[config.mk]
export PLATFORM = sky130hd
export DESIGN_NAME = fp_accum_seq_32
export DESIGN_NICKNAME = d
export VERILOG_FILES = /design/src/rtl/fp_accum_seq_32.sv
export SDC_FILE = /design/constraint.sdc
export NUM_CORES = 1
export LEC_CHECK = 0
export CORE_ASPECT_RATIO = 0.8
export CORE_MARGIN = 1
export CORE_UTILIZATION = 35
export DETAILED_ROUTE_END_ITERATION = 8
export SKIP_CTS_REPAIR_TIMING = 1
export SYNTH_ARGS = -nofsm -noshare
export SYNTH_HDL_FRONTEND = slang
export SYNTH_SLANG_ARGS = --single-unit
[constraint.sdc]
create_clock -name clk_i -period 2.1 [get_ports clk_i]
set_input_delay 0.42 -clock clk_i [delete_from_list [all_inputs] [get_ports clk_i]]
set_output_delay 0.42 -clock clk_i [all_outputs]
set_load 0.005 [all_outputs]
[src/rtl/fp_accum_seq_32.sv]
// ---------------------------------------------------------------------------
// fp_accum_seq_32
//
// Folds a stream of IEEE-754 single-precision words into a running sum by
// driving an external adder responder over a level-based add/ready
// handshake. This block never does arithmetic itself. It sequences one add
// request per element and bypasses zero operands locally, because the adder
// assumes a normalised implicit leading 1. If the responder stalls too long,
// the stream is aborted: the rest of the stream is drained and the last good
// sum is reported with an error flag.
//
// Ports:
//   clk_i          clock, all logic on the rising edge
//   rst_ni         synchronous active-low reset
//   in_valid_i     source presents an element
//   in_data_i      element word (sign, exp[30:23], frac[22:0])
//   in_last_i      element is the final one of its stream
//   in_ready_o     element is accepted this cycle when in_valid_i is high
//   out_valid_o    final sum is available
//   out_sum_o      accumulated sum
//   out_count_o    number of elements accepted into the sum (saturating)
//   out_err_o      stream was aborted on a responder timeout
//   out_ready_i    sink takes the result
//   add_req_o      add request to the responder
//   add_a_o        operand 1 (accumulator), stable while a request is open
//   add_b_o        operand 2 (incoming element), stable while a request is open
//   add_result_i   responder result
//   add_done_i     responder ready/done level
// ---------------------------------------------------------------------------
module fp_accum_seq_32 #(
    parameter int TIMEOUT = 64,
    parameter int CNT_W   = 16
) (
    input  logic             clk_i,
    input  logic             rst_ni,
    input  logic             in_valid_i,
    input  logic [31:0]      in_data_i,
    input  logic             in_last_i,
    output logic             in_ready_o,
    output logic             out_valid_o,
    output logic [31:0]      out_sum_o,
    output logic [CNT_W-1:0] out_count_o,
    output logic             out_err_o,
    input  logic             out_ready_i,
    output logic             add_req_o,
    output logic [31:0]      add_a_o,
    output logic [31:0]      add_b_o,
    input  logic [31:0]      add_result_i,
    input  logic             add_done_i
);

    localparam int               TMO_W    = $clog2(TIMEOUT + 1);
    localparam logic [TMO_W-1:0] TMO_LAST = TMO_W'(TIMEOUT - 1);
    localparam logic [CNT_W-1:0] CNT_MAX  = '1;

    typedef enum logic [2:0] {
        S_IDLE,
        S_FETCH,
        S_ISSUE,
        S_WAIT_CLR,
        S_WAIT_DONE,
        S_RELEASE,
        S_FLUSH,
        S_OUT
    } state_e;

    state_e             state_q,    state_d;
    logic [31:0]        acc_q,      acc_d;
    logic [31:0]        addA_q,     addA_d;
    logic [31:0]        addB_q,     addB_d;
    logic [CNT_W-1:0]   count_q,    count_d;
    logic               lastFlag_q, lastFlag_d;
    logic               err_q,      err_d;
    logic [TMO_W-1:0]   tmo_q,      tmo_d;

    logic               accept;
    logic               elemZero;
    logic               accZero;
    logic [CNT_W-1:0]   countInc;
    logic               tmoHit;

    // A word counts as zero regardless of its sign bit.
    assign accept   = in_valid_i && in_ready_o;
    assign elemZero = (in_data_i[30:0] == 31'd0);
    assign accZero  = (acc_q[30:0] == 31'd0);
    assign countInc = (count_q == CNT_MAX) ? count_q : count_q + 1'b1;
    assign tmoHit   = (tmo_q == TMO_LAST);

    // State register plus datapath registers, cleared by the synchronous reset.
    always_ff @(posedge clk_i) begin
        if (!rst_ni) begin
            state_q    <= S_IDLE;
            acc_q      <= '0;
            addA_q     <= '0;
            addB_q     <= '0;
            count_q    <= '0;
            lastFlag_q <= 1'b0;
            err_q      <= 1'b0;
            tmo_q      <= '0;
        end else begin
            state_q    <= state_d;
            acc_q      <= acc_d;
            addA_q     <= addA_d;
            addB_q     <= addB_d;
            count_q    <= count_d;
            lastFlag_q <= lastFlag_d;
            err_q      <= err_d;
            tmo_q      <= tmo_d;
        end
    end

    // Next-state and datapath update logic.
    always_comb begin
        state_d    = state_q;
        acc_d      = acc_q;
        addA_d     = addA_q;
        addB_d     = addB_q;
        count_d    = count_q;
        lastFlag_d = lastFlag_q;
        err_d      = err_q;
        tmo_d      = tmo_q;

        unique case (state_q)
            S_IDLE: begin
                if (accept) begin
                    acc_d      = in_data_i;
                    count_d    = CNT_W'(1);
                    lastFlag_d = in_last_i;
                    state_d    = in_last_i ? S_OUT : S_FETCH;
                end
            end
            S_FETCH: begin
                if (accept) begin
                    addB_d     = in_data_i;
                    count_d    = countInc;
                    lastFlag_d = in_last_i;
                    // Zero operands never reach the adder: a zero element
                    // leaves the sum alone, a zero sum takes the element as is.
                    if (elemZero) begin
                        state_d = in_last_i ? S_OUT : S_FETCH;
                    end else if (accZero) begin
                        acc_d   = in_data_i;
                        state_d = in_last_i ? S_OUT : S_FETCH;
                    end else begin
                        addA_d  = acc_q;
                        state_d = S_ISSUE;
                    end
                end
            end
            S_ISSUE: begin
                state_d = S_WAIT_CLR;
            end
            S_WAIT_CLR: begin
                // The done level left over from the previous add is stale, so
                // the responder must be seen dropping it before a new result is trusted.
                if (!add_done_i) begin
                    state_d = S_WAIT_DONE;
                end else if (tmoHit) begin
                    err_d   = 1'b1;
                    state_d = lastFlag_q ? S_OUT : S_FLUSH;
                end
            end
            S_WAIT_DONE: begin
                if (add_done_i) begin
                    acc_d   = add_result_i;
                    state_d = S_RELEASE;
                end else if (tmoHit) begin
                    err_d   = 1'b1;
                    state_d = lastFlag_q ? S_OUT : S_FLUSH;
                end
            end
            S_RELEASE: begin
                state_d = lastFlag_q ? S_OUT : S_FETCH;
            end
            S_FLUSH: begin
                if (accept && in_last_i) begin
                    state_d = S_OUT;
                end
            end
            S_OUT: begin
                if (out_ready_i) begin
                    count_d    = '0;
                    lastFlag_d = 1'b0;
                    err_d      = 1'b0;
                    state_d    = S_IDLE;
                end
            end
            default: begin
                state_d = S_IDLE;
            end
        endcase

        // The wait counter restarts on every state entry and only runs while waiting.
        if (state_d != state_q) begin
            tmo_d = '0;
        end else if ((state_q == S_WAIT_CLR) || (state_q == S_WAIT_DONE)) begin
            tmo_d = tmo_q + 1'b1;
        end
    end

    // Moore outputs. Gating with rst_ni drops the handshakes the moment reset is applied.
    always_comb begin
        in_ready_o  = 1'b0;
        add_req_o   = 1'b0;
        out_valid_o = 1'b0;
        case (state_q)
            S_IDLE, S_FETCH, S_FLUSH:         in_ready_o  = rst_ni;
            S_ISSUE, S_WAIT_CLR, S_WAIT_DONE: add_req_o   = rst_ni;
            S_OUT:                            out_valid_o = rst_ni;
            default: ;
        endcase
    end

    assign out_sum_o   = acc_q;
    assign out_count_o = count_q;
    assign out_err_o   = err_q;
    assign add_a_o     = addA_q;
    assign add_b_o     = addB_q;

endmodule

# [Yosys cells after proc, flatten, opt, wreduce, memory -nomap -nowiden]
# Index checks and enable logic that the tools add are counted.
[op_classes] eq_ne=20 muxes=34 n_reduce_logical=20 bitwise=3 n_addsub=2
[ops] op="$mux 32" n=5
[ops] op="$pmux 32 s3" n=1
[ops] op="$mux 16" n=4
[ops] op="$logic_not 31->1" n=2
[ops] op="$pmux 16 s3" n=1
[ops] op="$mux 3" n=11
[ops] op="$pmux 3 s8" n=1
[ops] op="$ne 2x2->1 const B" n=9
[ops] op="$add 16x1->16 const B" n=1
[ops] op="$eq 16x16->1 const B" n=1
[ops] op="$eq 3x3->1 const B" n=4
[ops] op="$mux 1" n=9
[ops] op="$reduce_bool 3->1" n=3
[ops] op="$reduce_and 4->1" n=2
[ops] op="$add 7x1->7 const B" n=1
[ops] op="$eq 7x6->1 const B" n=1
[ops] op="$eq 3x2->1 const B" n=2
[ops] op="$reduce_and 6->1" n=1
[ops] op="$reduce_or 3->1" n=2
[ops] op="$reduce_and 5->1" n=1
[ops] op="$reduce_or 2->1" n=2
[ops] op="$eq 3x1->1 const B" n=1
[ops] op="$logic_not 3->1" n=1
[ops] op="$ne 3x3->1" n=1
[ops] op="other kinds (9)" n=12
[totals] word_cells=87 out_inout_bits=116 reg_bits=124 inputBits=70

# [Logic depth before layout (Yosys ltp)]
[logic_depth] word_depth=9 mapped_depth=8

# [Worst setup path before layout]
# Ideal clock, no wire load.
[synth_timing] kind="register to register" startpoint="register count_q[0], in the netlist out_count_o[0]" endpoint="register count_q[13], in the netlist out_count_o[13]" path_stages_with_launch=8 required_ns=1.972 synth_period_minus_slack_ns=2.009 t_arrival_ns=1.881 setup_slack_ns=0.091 path_cell_list="dfxtp_1 -> ha_1 -> nand2_1 -> nor4_1 -> a21oi_1 -> nand4_1 -> xor2_1 -> nor2_1"
[synth_via] elab_chain_len=4
[synth_rtl] element="start, declared" line="71" text="logic [CNT_W-1:0] count_q, count_d;"
[synth_rtl] element="start signal, assigned" line="105" text="count_q <= count_d;"
[synth_rtl] element="$add 16x1->16" line="86" text="assign countInc = (count_q == CNT_MAX) ? count_q : count_q + 1'b1;"
[synth_rtl] element="$mux 16" line="86"
[synth_rtl] element="$mux 16" line="133" text="if (accept) begin"
[synth_rtl] element="$pmux 16 s3" line="123" text="unique case (state_q)"
# Several ways; a longest one is shown, not always the timed one. The select of a mux whose other input is x is not followed.
# A chain may end at the register's enable or synchronous reset.

# [Final worst setup path]
[layout_timing] startpoint="register state_q[0]" endpoint="output port add_req_o"
[layout_via] elab_chain_len=3
[layout_rtl] element="start, declared" line="67" text="state_e state_q, state_d;"
[layout_rtl] element="start signal, assigned" line="101" text="state_q <= state_d;"
[layout_rtl] element="$eq 3x2->1 or $eq 3x3->1 (tied branches)" line="206" text="case (state_q)"
[layout_rtl] element="$reduce_or 3->1 *" line="206"
[layout_rtl] element="$mux 1 *" line="206"
[layout_rtl] element="end, declared" line="45" text="output logic add_req_o,"
# Every way passes the cells marked *; elsewhere a longest branch is shown, timed or not.

==> flow_summary.json <==
{
  "status": "complete, but fails checks",
  "failed_checks": "negative setup slack",
  "drive_gt1_share_pct": 22.9,
  "cts_buffers": 17,
  "powerDensity_nw_per_um2": 792,
  "fin_crit_sh_pct": 103,
  "critical_path_peak_fanout": 5,
  "cts_buffer_depth": 2,
  "synth-adder-area-share_pct": 0.466,
  "vias": 5545,
  "seq_area_frac_synth_pct": 46.3,
  "grt_pass1_vias": 5320,
  "remaining_drc_errors": 0,
  "ant_nets": 0,
  "totalWireLength_um": 19400,
  "grt_pass1_wl_um": 28400,
  "mostFrequentLayoutCells": "clkdlybuf4s50_1, dfxtp_1, buf_4",
  "clock-root-buffer": "clkbuf_16",
  "areaGrowthSynthToFinish_pct": 72.3,
  "ir_drop_mv": 0.609,
  "crit_type": "reg2out",
  "async_flop_share_pct": 0,
  "hpwlAfterDp_um": 13500,
  "dieArea_um2": 15800,
  "clock_skew_ns": 0.00543,
  "pin_count": 186,
  "timing.slew.headroom_pct": 51.8,
  "synth.area.top_cells": "dfxtp_1, mux2i_1, nand2_1, nor2_1, o31ai_1",
  "timing.final.crit_period_ns": 2.15,
  "final_hold_viol_count": 0,
  "fmax_mhz": 465,
  "numClockSinks": 124,
  "syn-num-nets": 676,
  "yosysWarnings": 0,
  "syn_inst": 604,
  "start_util_pct": 35.7,
  "cts_tree": "done",
  "rsz0062_at_grt": "yes",
  "first_pass_iters": 4,
  "r2r_cells": 6,
  "leakagePower_nw": 3.53,
  "first_iter_violations": 314,
  "overflow": 0,
  "gp_congestion": 0.931,
  "drv_cap": 0,
  "n_fill_cell": 1295,
  "die_w_um": 140,
  "synth-xor-area-share_pct": 2.94,
  "worstSkewPairLatency_ns": 0.42,
  "final_common_cell": "clkdlybuf4s50_1",
  "postSynthAreaPerCell_um2": 8.88,
  "grtUsageTotal_pct": 23.4,
  "yosys.area_share.simple_pct": 21.5,
  "required_ns": 1.68,
  "cp.arrival_ns": 1.73,
  "clk_pin_slew_ns": 0.06,
  "fp.dieH_um": 113,
  "holdPathStages": 3,
  "setup_viol": 1,
  "synth_top_family_by_area": "simple AND/OR/NAND/NOR gates",
  "drv_slew": 0,
  "grt_max_degree": 59,
  "htree_levels": 4,
  "netlist.area_leader.share_pct": 46.3,
  "postLayoutSetupSlackWorst_ns": -0.0526,
  "viasPerCell": 5.17,
  "synth_top_cell_by_area": "dfxtp_1",
  "tightest_slew_ns": 0.723,
  "diodes": 0,
  "synthMuxAreaShare_pct": 12.3,
  "synth_cell_types": 49,
  "rows": 40,
  "finalNonFillerCells": 1073,
  "core-area_um2": 15000,
  "dp_cells": 1030,
  "synthFlopType": "dfxtp_1",
  "wl_per_cell_um": 18.1,
  "fin_hold_ws_ns": 0.322,
  "crit_path_start_kind": "register",
  "io_buffers": 185,
  "synth_edf_count": 0,
  "synth-compound-area-share_pct": 12.7,
  "endpoint_kind": "output port",
  "ys_seq_elements": 124,
  "synth_area_um2": 5370,
  "final_nets": 944,
  "hold_path.class": "in2reg",
  "antenna_found_initial": 0
}
-- cells by family (layout without fill, tap and decap cells) --
family                     count (synthesis)  in the layout
adders and majority gates                  2              2
and+or+nand+nor                          248            248
muxes                                     66             66
buffers and inverters                     46            326
DFF                                      124            124
xor gates and xnor gates                  18             18
AOI/OAI and AO/OA                        100            100
-- registers in the layout, summed over array words and instances (netlist names) --
signal       cells
add_a_o         32
add_b_o         32
lastFlag_q       1
out_count_o     16
out_err_o        1
out_sum_o       32
state_q          3
tmo_q            7
-- Yosys cell counts (5+ instances only) --
cell type / instances
a31oi_1: 5
o31ai_1: 32
nor3_1: 7
nor2_1: 68
a21oi_1: 40
buf_2: 9
inv_1: 5
xor2_1: 15
nand2_1: 80
nand3_1: 40
mux2i_1: 66
clkbuf_1: 24
nand4_1: 13
dfxtp_1: 124
nor4_1: 16
-- final timing paths --
check | from | end | slack [ns]
max | state_q[0] | add_req_o | -0.05
min | in_data_i[2] | add_b_o[2] | 0.32
max reg2reg | state_q[2] | add_a_o[20] | 0.02
min reg2reg | add_b_o[19] | add_b_o[19] | 0.45
-- metal layers --
metal	vias up	GRT usage, %	routed length [µm]
met1	2669	30.6	8760
li1	2688	-	-
met3	18	7.15	1260
met2	170	37.2	9120
met5	-	0	0
met4	0	6.89	230
-- worst max-delay path, stage by stage (launching register included) --
cell	delay, ns
dfxtp_1	0.31
nand2b_2	0.24
nor2_4	0.13
a21oi_1	0.05
nor2_1	0.09
clkdlybuf4s50_1	0.50
-- area by class of cell --
class	count	area (µm²)	area share, %
Inverter	5	18.8	0.203
Timing Repair Buffer	290	2900	31.3
Clock inverter	11	169	1.83
Clock buffer	20	447	4.83
Tap cell	189	236	2.56
Multi-Input combinational cell	434	2980	32.2
Sequential cell	124	2500	27.1
-- metrics by stage --
| stage | worst slack [ns] | power (W) | area (µm²) | util [%] | setup TNS, ns |
|---|---|---|---|---|---|
| global route | -0.140 | 0.00759 | 9240 | 61.6 | -0.963 |
| detailed placement | -0.476 | 0.00396 | 8040 | 53.6 | -33.11 |
| finish | -0.0526 | 0.00732 | 9240 | 61.6 | -0.0526 |
| floorplan | 0.0912 | 0.00317 | 5370 | - | 0 |
| global placement | -0.435 | 0.00395 | 8040 | 53.6 | -30.35 |
| CTS | -0.207 | 0.00706 | 8660 | 57.7 | -2.15 |
-- power breakdown --
part	switching [W]	leakage (nW)	total, W	internal [W]
Sequential	0.000100	1.01	0.00258	0.00248
Combinational	0.000769	2.23	0.00164	0.000870
Clock	0.00109	0.288	0.00310	0.00201
Total	0.00196	3.53	0.00732	0.00536
Note: power is estimated with default switching activity, not from simulation.
